===== src/rtl/prio_encoder_q.sv =====
// -----------------------------------------------------------------------------
// prio_encoder_q
//
// Registered priority encoder with sticky request queuing and a valid/ready
// output handshake. Requests on req_in are merged into a pending register and
// issued one index per cycle to a downstream consumer, so no request is lost
// while the consumer stalls.
//
// Optional feature: define PRIO_ENC_RR_EN to select rotating (round-robin)
// priority. Without it, the highest set bit always wins and no pointer
// register exists.
//
// Parameters
//   WIDTH      number of request lines (2..64)
//   IDX_W      $clog2(WIDTH), width of the encoded index (not overridable)
//
// Ports
//   clk        rising-edge clock
//   rst_n      asynchronous active-low reset
//   clr        synchronous clear of pending requests, output and pointer
//   req_in     request lines; bit i requests index i
//   out_ready  consumer accepts out_idx this cycle
//   out_valid  out_idx holds a granted index (this is also the FSM state bit)
//   out_idx    granted index
//   pending    queued requests, excluding the index currently presented
//
// Handshake: a transfer happens on every rising edge where out_valid and
// out_ready are both 1. While out_valid=1 and out_ready=0, out_valid and
// out_idx hold their values. out_valid only drops after a transfer with
// nothing left to issue, on clr, or on reset.
// -----------------------------------------------------------------------------
module prio_encoder_q #(
  parameter  int WIDTH = 8,
  localparam int IDX_W = $clog2(WIDTH)
) (
  input  logic             clk,
  input  logic             rst_n,
  input  logic             clr,
  input  logic [WIDTH-1:0] req_in,
  input  logic             out_ready,
  output logic             out_valid,
  output logic [IDX_W-1:0] out_idx,
  output logic [WIDTH-1:0] pending
);

  // The state register is the out_valid output itself.
  typedef enum logic {
    EMPTY = 1'b0,
    VALID = 1'b1
  } state_t;

  state_t state;

  logic [WIDTH-1:0] cand;       // pending | req_in
  logic             cand_any;
  logic [IDX_W-1:0] hi_win;     // highest set bit of cand
  logic [IDX_W-1:0] win;        // selected winner
  logic [WIDTH-1:0] win_oh;     // one-hot of winner
  logic [WIDTH-1:0] cur_oh;     // one-hot of the presented index
  logic             stall;      // presenting, consumer not ready

  assign out_valid = (state == VALID);
  assign stall     = (state == VALID) && !out_ready;

  always_comb begin
    cand     = pending | req_in;
    cand_any = |cand;
  end

  // Highest-index-first search over the real request lines only, so an index
  // >= WIDTH can never be produced for non-power-of-2 widths.
  always_comb begin
    hi_win = '0;
    for (int i = 0; i < WIDTH; i++) begin
      if (cand[i]) hi_win = IDX_W'(i);
    end
  end

`ifdef PRIO_ENC_RR_EN
  logic [IDX_W-1:0] rr_ptr;
  logic [IDX_W-1:0] lo_win;
  logic             lo_any;
  logic [IDX_W-1:0] ptr_next;

  // Downward search from rr_ptr with wrap: first look for the highest set bit
  // at or below the pointer; if there is none, the search wraps to the top,
  // which is simply the highest set bit overall.
  always_comb begin
    lo_win = '0;
    lo_any = 1'b0;
    for (int i = 0; i < WIDTH; i++) begin
      if (cand[i] && (IDX_W'(i) <= rr_ptr)) begin
        lo_any = 1'b1;
        lo_win = IDX_W'(i);
      end
    end
    win      = lo_any ? lo_win : hi_win;
    ptr_next = (win == '0) ? IDX_W'(WIDTH - 1) : (win - IDX_W'(1));
  end
`else
  always_comb begin
    win = hi_win;
  end
`endif

  always_comb begin
    win_oh = '0;
    cur_oh = '0;
    for (int i = 0; i < WIDTH; i++) begin
      win_oh[i] = (win == IDX_W'(i));
      cur_oh[i] = (out_idx == IDX_W'(i));
    end
  end

  // Single FSM block. Priorities: reset, clr, stall hold, load next, drain.
  // During a stall the presented bit is masked out of the merge: it is already
  // being served, so holding it on req_in must not queue a second grant. On
  // the accepting edge the mask does not apply, so a re-request of the bit
  // being handed over is kept and granted again.
  always_ff @(posedge clk or negedge rst_n) begin
    if (!rst_n) begin
      state   <= EMPTY;
      out_idx <= '0;
      pending <= '0;
`ifdef PRIO_ENC_RR_EN
      rr_ptr  <= IDX_W'(WIDTH - 1);
`endif
    end else if (clr) begin
      state   <= EMPTY;
      out_idx <= '0;
      pending <= '0;
`ifdef PRIO_ENC_RR_EN
      rr_ptr  <= IDX_W'(WIDTH - 1);
`endif
    end else if (stall) begin
      pending <= pending | (req_in & ~cur_oh);
    end else if (cand_any) begin
      state   <= VALID;
      out_idx <= win;
      pending <= cand & ~win_oh;
`ifdef PRIO_ENC_RR_EN
      rr_ptr  <= ptr_next;
`endif
    end else begin
      state   <= EMPTY;
      pending <= '0;
    end
  end

endmodule

===== config.mk =====
export PLATFORM = sky130hd
export DESIGN_NAME = prio_encoder_q
export DESIGN_NICKNAME = d
export VERILOG_FILES = /design/src/rtl/prio_encoder_q.sv
export SDC_FILE = /design/constraint.sdc
export NUM_CORES = 1
export LEC_CHECK = 0
export CAP_MARGIN = 20
export CELL_PAD_IN_SITES_DETAIL_PLACEMENT = 0
export CELL_PAD_IN_SITES_GLOBAL_PLACEMENT = 1
export CORE_MARGIN = 4
export CORE_UTILIZATION = 35
export CTS_CLUSTER_DIAMETER = 200
export DETAILED_ROUTE_END_ITERATION = 8
export PLACE_DENSITY = 0.92
export SLEW_MARGIN = 20
export SYNTH_ARGS = -nofsm -noshare
export SYNTH_HDL_FRONTEND = slang
export SYNTH_SLANG_ARGS = --single-unit

===== constraint.sdc =====
create_clock -name clk -period 2.5 [get_ports clk]
set_input_delay 0.5 -clock clk [delete_from_list [all_inputs] [get_ports clk]]
set_output_delay 0.5 -clock clk [all_outputs]
set_load 0.1 [all_outputs]

==> impl_metrics.ini <==
[cells_and_area]
drive_above_1_share = 0.210
syn_to_final_growth_pct = 35.4
fillers = 207
multi_input_area_um2 = 410
antennaDiodeCount = 0
seq_area_um2 = 300
final_util = 0.498
mostFrequentLayoutCells = nor2_1 (12), dfrtp_1 (12), buf_4 (12)
nNetsFinal = 114

[setup_path]
setup.worst_path.start_class = input port
reg2reg_to = pending[1]
r2r.worst_path.cells = 4
r2r-start = pending[7]
critPathCaptureType = flip-flop
crit_type = in2reg
arrival_ps = 1960
r2r_slack_ps = 1010
path_max_fanout = 5
worst_ep_required_time_ps = 2640

[sta]
rsz0062_at_grt = false
finalCriticalPeriod_ps = 1830
fin_worst_skew_ps = 3.26
max_freq_ghz = 0.548
tightest_slew_ps = 542
hold_slack_ps = 580
fin_setup_tns_ps = 0
finalHoldViolCount = 0
setup_violations = 0
slew_viol_final = 0
slew_headroom = 0.637
timing.final.crit_share = 0.731

[logic_synthesis]
yosysUniqueCellTypes = 24
yosys_warnings = 0
ys_ff_latch = 12
syn-num-nets = 87
seq_area_frac_synth = 0.420
syn_area_um2 = 714
syn_inst = 75
avgSynthCellArea_um2 = 9.53

[power]
cellPowerDensity_nw_per_um2 = 578
leakage_nw = 0.372
swShare = 0.426
p_int_mw = 0.321
p_sw_mw = 0.238
pwr-share-seq = 0.414
p_clk_frac = 0.209
p_comb_frac = 0.378
peakVddDrop_mv = 0.307

[placement]
place_congestion = 0.826
port_buffers = 23
dpl.hpwl_um = 1500

[grt]
grt_pass1_vias = 638
grt_start_max_net_pins = 13
track_usage = 0.153
antenna_found_initial = 0
overflow = 0
grt_pass1_wl_um = 3060

[clock_tree]
cts_max_level = 1
insertion_delay_ps = 270
cts_buffer_depth = 2
cts_inserted_buffers = 3
clk_pin_slew_ps = 70
clkSinkCount = 12
holdBufCountCts = 0
cts-resized-gates = 0
cts_setup_buffers = 0
cts_tree = built
cts-root-buf = clkbuf_4

[worst_hold_path]
worst_hold_path_type = in2async

[run_status]
outcome = complete, no violations

[floorplan]
io_pins = 24
die_w_um = 53.2
initial_utilization = 0.368
rows = 16
die_h_um = 53.2
fp.coreArea_um2 = 1940
dieArea_um2 = 2830

[job]
max_cap_viol_count = 0

[detailed_routing]
via_per_inst = 5.46
drt_iter0_markers = 20
wire_per_inst_um = 14.8
vias = 693
drtAntennaViolNets = 0
drtPass1Iterations = 4
post-route-drc-count = 0
wl_um = 1880
[per-layer routing]
| metal | part of all wire | routed length (um) | global-route usage | up-vias |
|---|---|---|---|---|
| met4 | 0.0096 | 18 | 0.0511 | 0 |
| li1 | - | - | - | 346 |
| met2 | 0.48 | 894 | 0.231 | 13 |
| met3 | 0.050 | 94 | 0.0592 | 2 |
| met1 | 0.46 | 874 | 0.199 | 332 |
| met5 | 0 | 0 | 0 | - |
[logic make-up after synthesis]
logic type / Yosys count / share of synthesized area
AOI/OAI and AO/OA: 29 / 0.278
buffers and inverters: 1 / 0.00525
DFF: 12 / 0.420
and+or+nand+nor: 33 / 0.296
[synth_stat cells (all sizes together)]
cell type   n  area share
dfrtp      12        0.42
nor2       12       0.063
a21oi      10       0.070
a211oi      8       0.084
nand2       4       0.021
nor4        4       0.095
nand3       3       0.021
o31ai       3       0.032
a21boi      2       0.021
nand3b      2       0.021
nand4b      2       0.025
nor3        2       0.014
o21ai       2       0.014
a211o       1       0.014
a311oi      1       0.012
a31oi       1      0.0088
a41oi       1       0.023
and2        1      0.0088
clkbuf      1      0.0052
nand2b      1      0.0088
nor2b       1      0.0088
nor3b       1       0.011
[metrics by stage]
step / instance area, um^2 / std cells / worst slack (ps) / total power, mW
after floorplan: 714 / 75 / 637 / 0.379
after global placement: 945 / 124 / 443 / 0.445
after detailed placement: 945 / 124 / 410 / 0.446
after CTS: 967 / 127 / 697 / 0.564
after global routing: 967 / 127 / 629 / 0.591
final: 967 / 127 / 674 / 0.559
[flip-flops by register name, summed over array words and instances (netlist names)]
name and cells:
pending 8, out_idx 3, out_valid 1
[worst max path at each step]
stage | startpoint | endpoint | slack [ps] | depth (start not counted)
finish | req_in[5] | pending[1] | 670 | 5
global route | req_in[5] | pending[1] | 630 | 5
CTS | req_in[5] | pending[1] | 700 | 5
detailed placement | req_in[5] | pending[1] | 410 | 5
global placement | req_in[5] | pending[0] | 440 | 5
floorplan | pending[1] | pending[4] | 640 | 4
[cell type report]
| cell class | instances | area share |
|---|---|---|
| clock buffer | 3 | 0.0233 |
| multi-input combinational | 62 | 0.424 |
| sequential | 12 | 0.310 |
| tap | 27 | 0.0349 |
| timing repair buffer | 23 | 0.207 |
[power groups by stage]
stage | Combinational, mW | Sequential [mW] | Clock (mW)
CTS | 0.212 | 0.231 | 0.121
global route | 0.222 | 0.234 | 0.135
finish | 0.211 | 0.231 | 0.117
floorplan | 0.0472 | 0.332 | 0
global placement | 0.211 | 0.234 | 0
detailed placement | 0.211 | 0.235 | 0
[critical path, cell delays in order]
cell	delay, ps
clkdlybuf4s50_1	520
nor4_4	390
nand2_1	150
nor3_1	270
a211oi_1	130
Note: power is estimated with default switching activity, not from simulation.
==> patch 1, RTL diff (config.mk and constraints unchanged) <==
Add a define of `PRIO_ENC_RR_EN`.
--- a/src/rtl/prio_encoder_q.sv
+++ b/src/rtl/prio_encoder_q.sv
@@ -30,4 +30,6 @@
 // nothing left to issue, on clr, or on reset.
 // -----------------------------------------------------------------------------
+`define PRIO_ENC_RR_EN
+
 module prio_encoder_q #(
   parameter  int WIDTH = 8,
Behaviour: not the same (Yosys sat finds a counterexample within 4 cycles, from zero or initial values and one cycle with rst_n low).
==> patch 1 against the original RTL <==
  * Sequential share of layout area is 8.6 points lower
  * Design area rose by 79%
  * Clock skew decreased by 0.0017 ns
  * First-iteration DRC count grew to 5.7 times the old value
  * Register-to-register slack worse by 0.89 ns
  * Combinational power grew to 5.5 times the old value
  * Wire length is 100% higher
  * Setup slack got worse by 0.59 ns
  * Synthesized area is 69% higher
  * Count of clock-buffer cells in the layout grew 1
  * Critical path depth up 4
  * Sequential cell count is 3 higher
  * Power grew to 3.2 times the old value
==> patch 1: results (changes against the original RTL) <==
stage,metric,value,unit,change
status,result of the run,completed,,unchanged
clock_tree,number of buffers added by the clock tree synthesis step,3,,unchanged
placement,gp weighted congestion,0.922,,was 0.826
drt,via density per instance,5.82,,was 5.46
logic_synthesis,ranking of synthesized cells by area,"dfrtp_1 (25%), dfstp_2 (6.5%), ha_1 (6.2%)",,"was dfrtp_1 (42%), a211oi_1 (8.4%), a21oi_1 (7.0%)"
logic_synthesis,Post-Synthesis Net Count,143,,was 87
drt,DR WL met2,1.74,mm,was 894 um
placement,standard cell area after detailed placement,1610,um2,was 945 um2
setup_path,critical path peak fanout,4,,was 5
power_and_ir_drop,sequential power share,26.6,%,was 41.4%
placement,placed insts,210,,was 124
drt,total length of routed wires,3.79,mm,was 1.88 mm
logic_synthesis,most numerous cell types in the synthesized netlist,"dfrtp_1 (12), nor2_1 (11), nand2_1 (7), a21oi_1 (6), ha_1 (6)",,"was dfrtp_1 (12), nor2_1 (12), a21oi_1 (10), a211oi_1 (8), nand2_1 (4)"
logic_synthesis,share of the yosys chip area belonging to registers,31.4,%,was 42.0%
clock_tree,number of buffers between clock root and the deepest sink,2,,unchanged
final_layout,number of inserted filler cells in the final layout,312,,was 207
global_routing,maximum number of pins on one net before global-route repair,18,,was 13
drt,routed via count,1251,,was 693
power_and_ir_drop,clock power share,8.3,%,was 20.9%
timing,Max Clock Skew,0.00157,ns,was 0.00326 ns
global_routing,global-route wire length before repair,5.96,mm,was 3.06 mm
drt,met3 WL post-DR,182,um,was 94 um
final_layout,# nets final,188,,was 114
final_layout,Regs by FF count,"pending (8), out_idx (3), rr_ptr (3)",,
power_and_ir_drop,reported leakage power,0.702,nW,was 0.372 nW
final_layout,share of final-layout standard cells stronger than drive strength 1,49.1,%,was 21.0%
power_and_ir_drop,Sequential Power,0.000472,W,was 0.000231 W
global_routing,via count of the first global-routing pass,1230,,was 638
clock_tree,clock-pin slew on the worst setup and hold paths,0.09,ns,was 0.07 ns
drt,sum of routed wire segments on met1,1.71,mm,was 874 um
logic_synthesis,number of standard cells after synthesis,125,,was 75
clock_tree,clock latency at the later pin of the worst-skew pair,0.30,ns,was 0.27 ns
==> patch 1: what timing repair did <==
item,4_1_cts,5_1_grt
buffers inserted,0,1
resized for setup,6,17
endpoints found under the setup margin,5,5
gates cloned,0,0
pin swaps,3,4
==> patch 1: cells by family (layout without fill, tap and decap cells) <==
family | count (synthesis) | after routing | share of synthesized area (%)
fa+ha+maj | 6 | 6 | 6.22
buf+inv | 14 | 58 | 6.63
flops | 15 | 15 | 31.4
compound gates | 43 | 43 | 32.0
simple gates | 47 | 47 | 23.7
==> patch 1: layout make-up <==
cell class / instances / share of cell area [%]
clock buffers: 4 / 1.52
inverters: 3 / 0.795
well taps: 46 / 3.33
flip-flops and latches: 15 / 22.5
repair buffers: 51 / 24.1
multi-input cells: 96 / 47.8
==> patch 1: routing by layer <==
| metal | global-route usage, % | vias to the layer above |
|---|---|---|
| met3 | 2.36 | 12 |
| li1 | - | 579 |
| met5 | 0 | - |
| met4 | 11.2 | 0 |
| met1 | 23.7 | 602 |
| met2 | 27.0 | 58 |
==> patch 1: worst max-delay path: stages <==
cell             delay [ns]
clkdlybuf4s50_1        0.47
nor4_4                 0.35
o21ai_1                0.11
a31oi_1                0.23
a2bb2oi_2              0.26
ha_2                   0.25
ha_2                   0.21
o22a_1                 0.16
nor3_2                 0.04
==> patch 1: final timing paths <==
check,startpoint,cells after the start,endpoint,slack (ns)
max,req_in[7],9,pending[0],0.08
min,rst_n,1,out_idx[0],0.62
max reg2reg,rr_ptr[1],10,pending[1],0.12
min reg2reg,rr_ptr[2],2,rr_ptr[2],0.62
max in group asynchronous,rst_n,1,pending[3],1.40
min in group clk,rr_ptr[2],2,rr_ptr[2],0.62
==> patch 2, RTL diff (config.mk and constraints unchanged) <==
Without the edit above. Reset style: synchronous (`rst_n`), changed in one clocked block. Comments in the files are not updated.
--- a/src/rtl/prio_encoder_q.sv
+++ b/src/rtl/prio_encoder_q.sv
@@ -118,5 +118,5 @@
   // the accepting edge the mask does not apply, so a re-request of the bit
   // being handed over is kept and granted again.
-  always_ff @(posedge clk or negedge rst_n) begin
+  always_ff @(posedge clk) begin
     if (!rst_n) begin
       state   <= EMPTY;
Behaviour: differs if rst_n is asserted again (counterexample within 4 cycles, from zero or initial values and one cycle with rst_n low); with rst_n held inactive, the same outputs for 10 cycles.
==> patch 2 against the original RTL <==
  * Sequential cell count stayed put
  * Power is 5.7% lower
  * Count of clock-buffer cells in the layout is 1 higher
  * Largest power group unchanged
  * Clock power is 35% higher
  * Critical endpoint is now pending[0]
  * Synthesized area is 8.1% lower
  * Maximum frequency is 0.31% lower
  * Design area is 4.8% lower
  * Wire length is 2.6% lower
  * Setup slack worse by 0.0057 ns
==> patch 2: results (changes against the original RTL) <==
stage,metric,value,unit,change
status,result of the run,completed,,unchanged
timing,transition time at the pin with the least slew margin,0.549,ns,was 0.542 ns
hold_path,HP Class,reg -> reg,,was in -> async
clock_tree,clock tree root driver cell,clkbuf_4,,unchanged
placement,placed insts,118,,was 124
clock_tree,clock latency at the later pin of the worst-skew pair,0.27,ns,about the same
final_layout,share of final-layout standard cells stronger than drive strength 1,24.7,%,was 21.0%
logic_synthesis,share of the yosys chip area belonging to registers,36.6,%,was 42.0%
logic_synthesis,number of standard cells after synthesis,71,,was 75
logic_synthesis,"FFs w/ async S/R, synth",0,%,was 100%
final_layout,# nets final,110,,was 114
global_routing,via count of the first global-routing pass,633,,was 638
setup_path,Critical R2R Launch,pending[6],,was pending[7]
global_routing,global-route wire length before repair,3.04,mm,was 3.06 mm
power_and_ir_drop,reported leakage power,0.344,nW,was 0.372 nW
clock_tree,number of buffers added by the clock tree synthesis step,3,,unchanged
setup_path,cell at the slowest stage of the critical path,clkdlybuf4s50_1,,unchanged
timing,Max Clock Skew,0.00705,ns,was 0.00326 ns
timing,hold slack,0.549,ns,was 0.580 ns
logic_synthesis,Post-Synthesis Net Count,83,,was 87
setup_path,critical path peak fanout,5,,unchanged
logic_synthesis,Cell variety after synth,29,,was 24
drt,via density per instance,5.52,,was 5.46
drt,initial drt markers,11,,was 20
placement,gp weighted congestion,0.746,,was 0.826
hold_path,Hold Path Depth,2,,
drt,routed via count,673,,was 693
global_routing,All-Layer GR Usage,15.5,%,was 15.3%
setup_path,Crit. Startpoint,req_in[6],,was req_in[5]
logic_synthesis,ranking of synthesized cells by area,"dfxtp_1 (37%), nor4_4 (6.5%), a21oi_1 (6.1%)",,"was dfrtp_1 (42%), a211oi_1 (8.4%), a21oi_1 (7.0%)"
placement,DP HPWL,1.35,mm,was 1.50 mm
final_layout,number of inserted filler cells in the final layout,181,,was 207
setup_path,"reg-to-reg slack, setup",0.99,ns,was 1.01 ns
logic_synthesis,most numerous cell types in the synthesized netlist,"dfxtp_1 (12), a21oi_1 (8), nor2_1 (8), a211oi_1 (5), nand2_1 (4)",,"was dfrtp_1 (12), nor2_1 (12), a21oi_1 (10), a211oi_1 (8), nand2_1 (4)"
setup_path,stage delay of the slowest cell on the critical path,0.48,ns,was 0.52 ns
power_and_ir_drop,worst voltage drop across the vdd grid,0.275,mV,was 0.307 mV
setup_path,Reg2Reg Capture Point,pending[0],,was pending[1]
clock_tree,number of buffers between clock root and the deepest sink,2,,unchanged
global_routing,maximum number of pins on one net before global-route repair,13,,unchanged
drt,total length of routed wires,1.83,mm,was 1.88 mm
## patch 2: cell types whose count changed after synthesis, moves of 2 or more
cell / change
a2111oi_0: +2
a211oi_1: -3
nor4_1: +2
dfxtp_1: +12
nand4b_1: -2
a21oi_1: -2
dfrtp_1: -12
nor2_1: -4
or4_1: +2
## patch 2: worst reg2reg max path, stage by stage, from the launching register on
cell	delay (ns)
dfxtp_1	0.38
nor4_4	0.43
nand2_1	0.18
nor3b_2	0.28
a211oi_1	0.10
## patch 2: per-stage QoR
stage          setup slack (ns)  power [W]  instance area, um2
2_1_floorplan             0.532   0.000324                 657
3_3_place_gp              0.385   0.000371                 885
3_5_place_dp              0.390   0.000373                 885
4_1_cts                   0.679   0.000525                 921
5_1_grt                   0.553   0.000552                 921
6_report                  0.668   0.000527                 921
## patch 2: cell families after synthesis
group / synth area share [%]
AOI/OAI and AO/OA: 24.8
buffers and inverters: 0.571
and+or+nand+nor: 36.6
DFF: 36.6
muxes: 1.52
## patch 2: worst max path at each step
stage	endpoint	depth (start not counted)
2_1_floorplan	pending[0]	4
3_3_place_gp	pending[1]	5
3_5_place_dp	pending[0]	5
4_1_cts	pending[0]	5
5_1_grt	pending[0]	5
6_report	pending[0]	5
## patch 2: layout make-up
| cell class | instances | area share (%) |
|---|---|---|
| multi-input cells | 58 | 44.8 |
| flip-flops and latches | 12 | 26.1 |
| repair buffers | 23 | 21.7 |
| clock buffers | 4 | 3.94 |
| well taps | 25 | 3.40 |
## patch 2: layer usage
metal | vias up | wire length, um | GRT usage (%)
met1 | 317 | 830 | 20.3
met4 | 0 | 27 | 7.86
met3 | 2 | 86 | 2.33
met2 | 20 | 890 | 24.5
met5 | - | 0 | 0
li1 | 334 | - | -
## patch 2: power breakdown
part           internal [W]  switching [W]  leakage (nW)
registers          0.000200      0.0000159        0.0987
logic             0.0000473       0.000106         0.224
clock network     0.0000885      0.0000694        0.0210
total              0.000336       0.000191         0.344
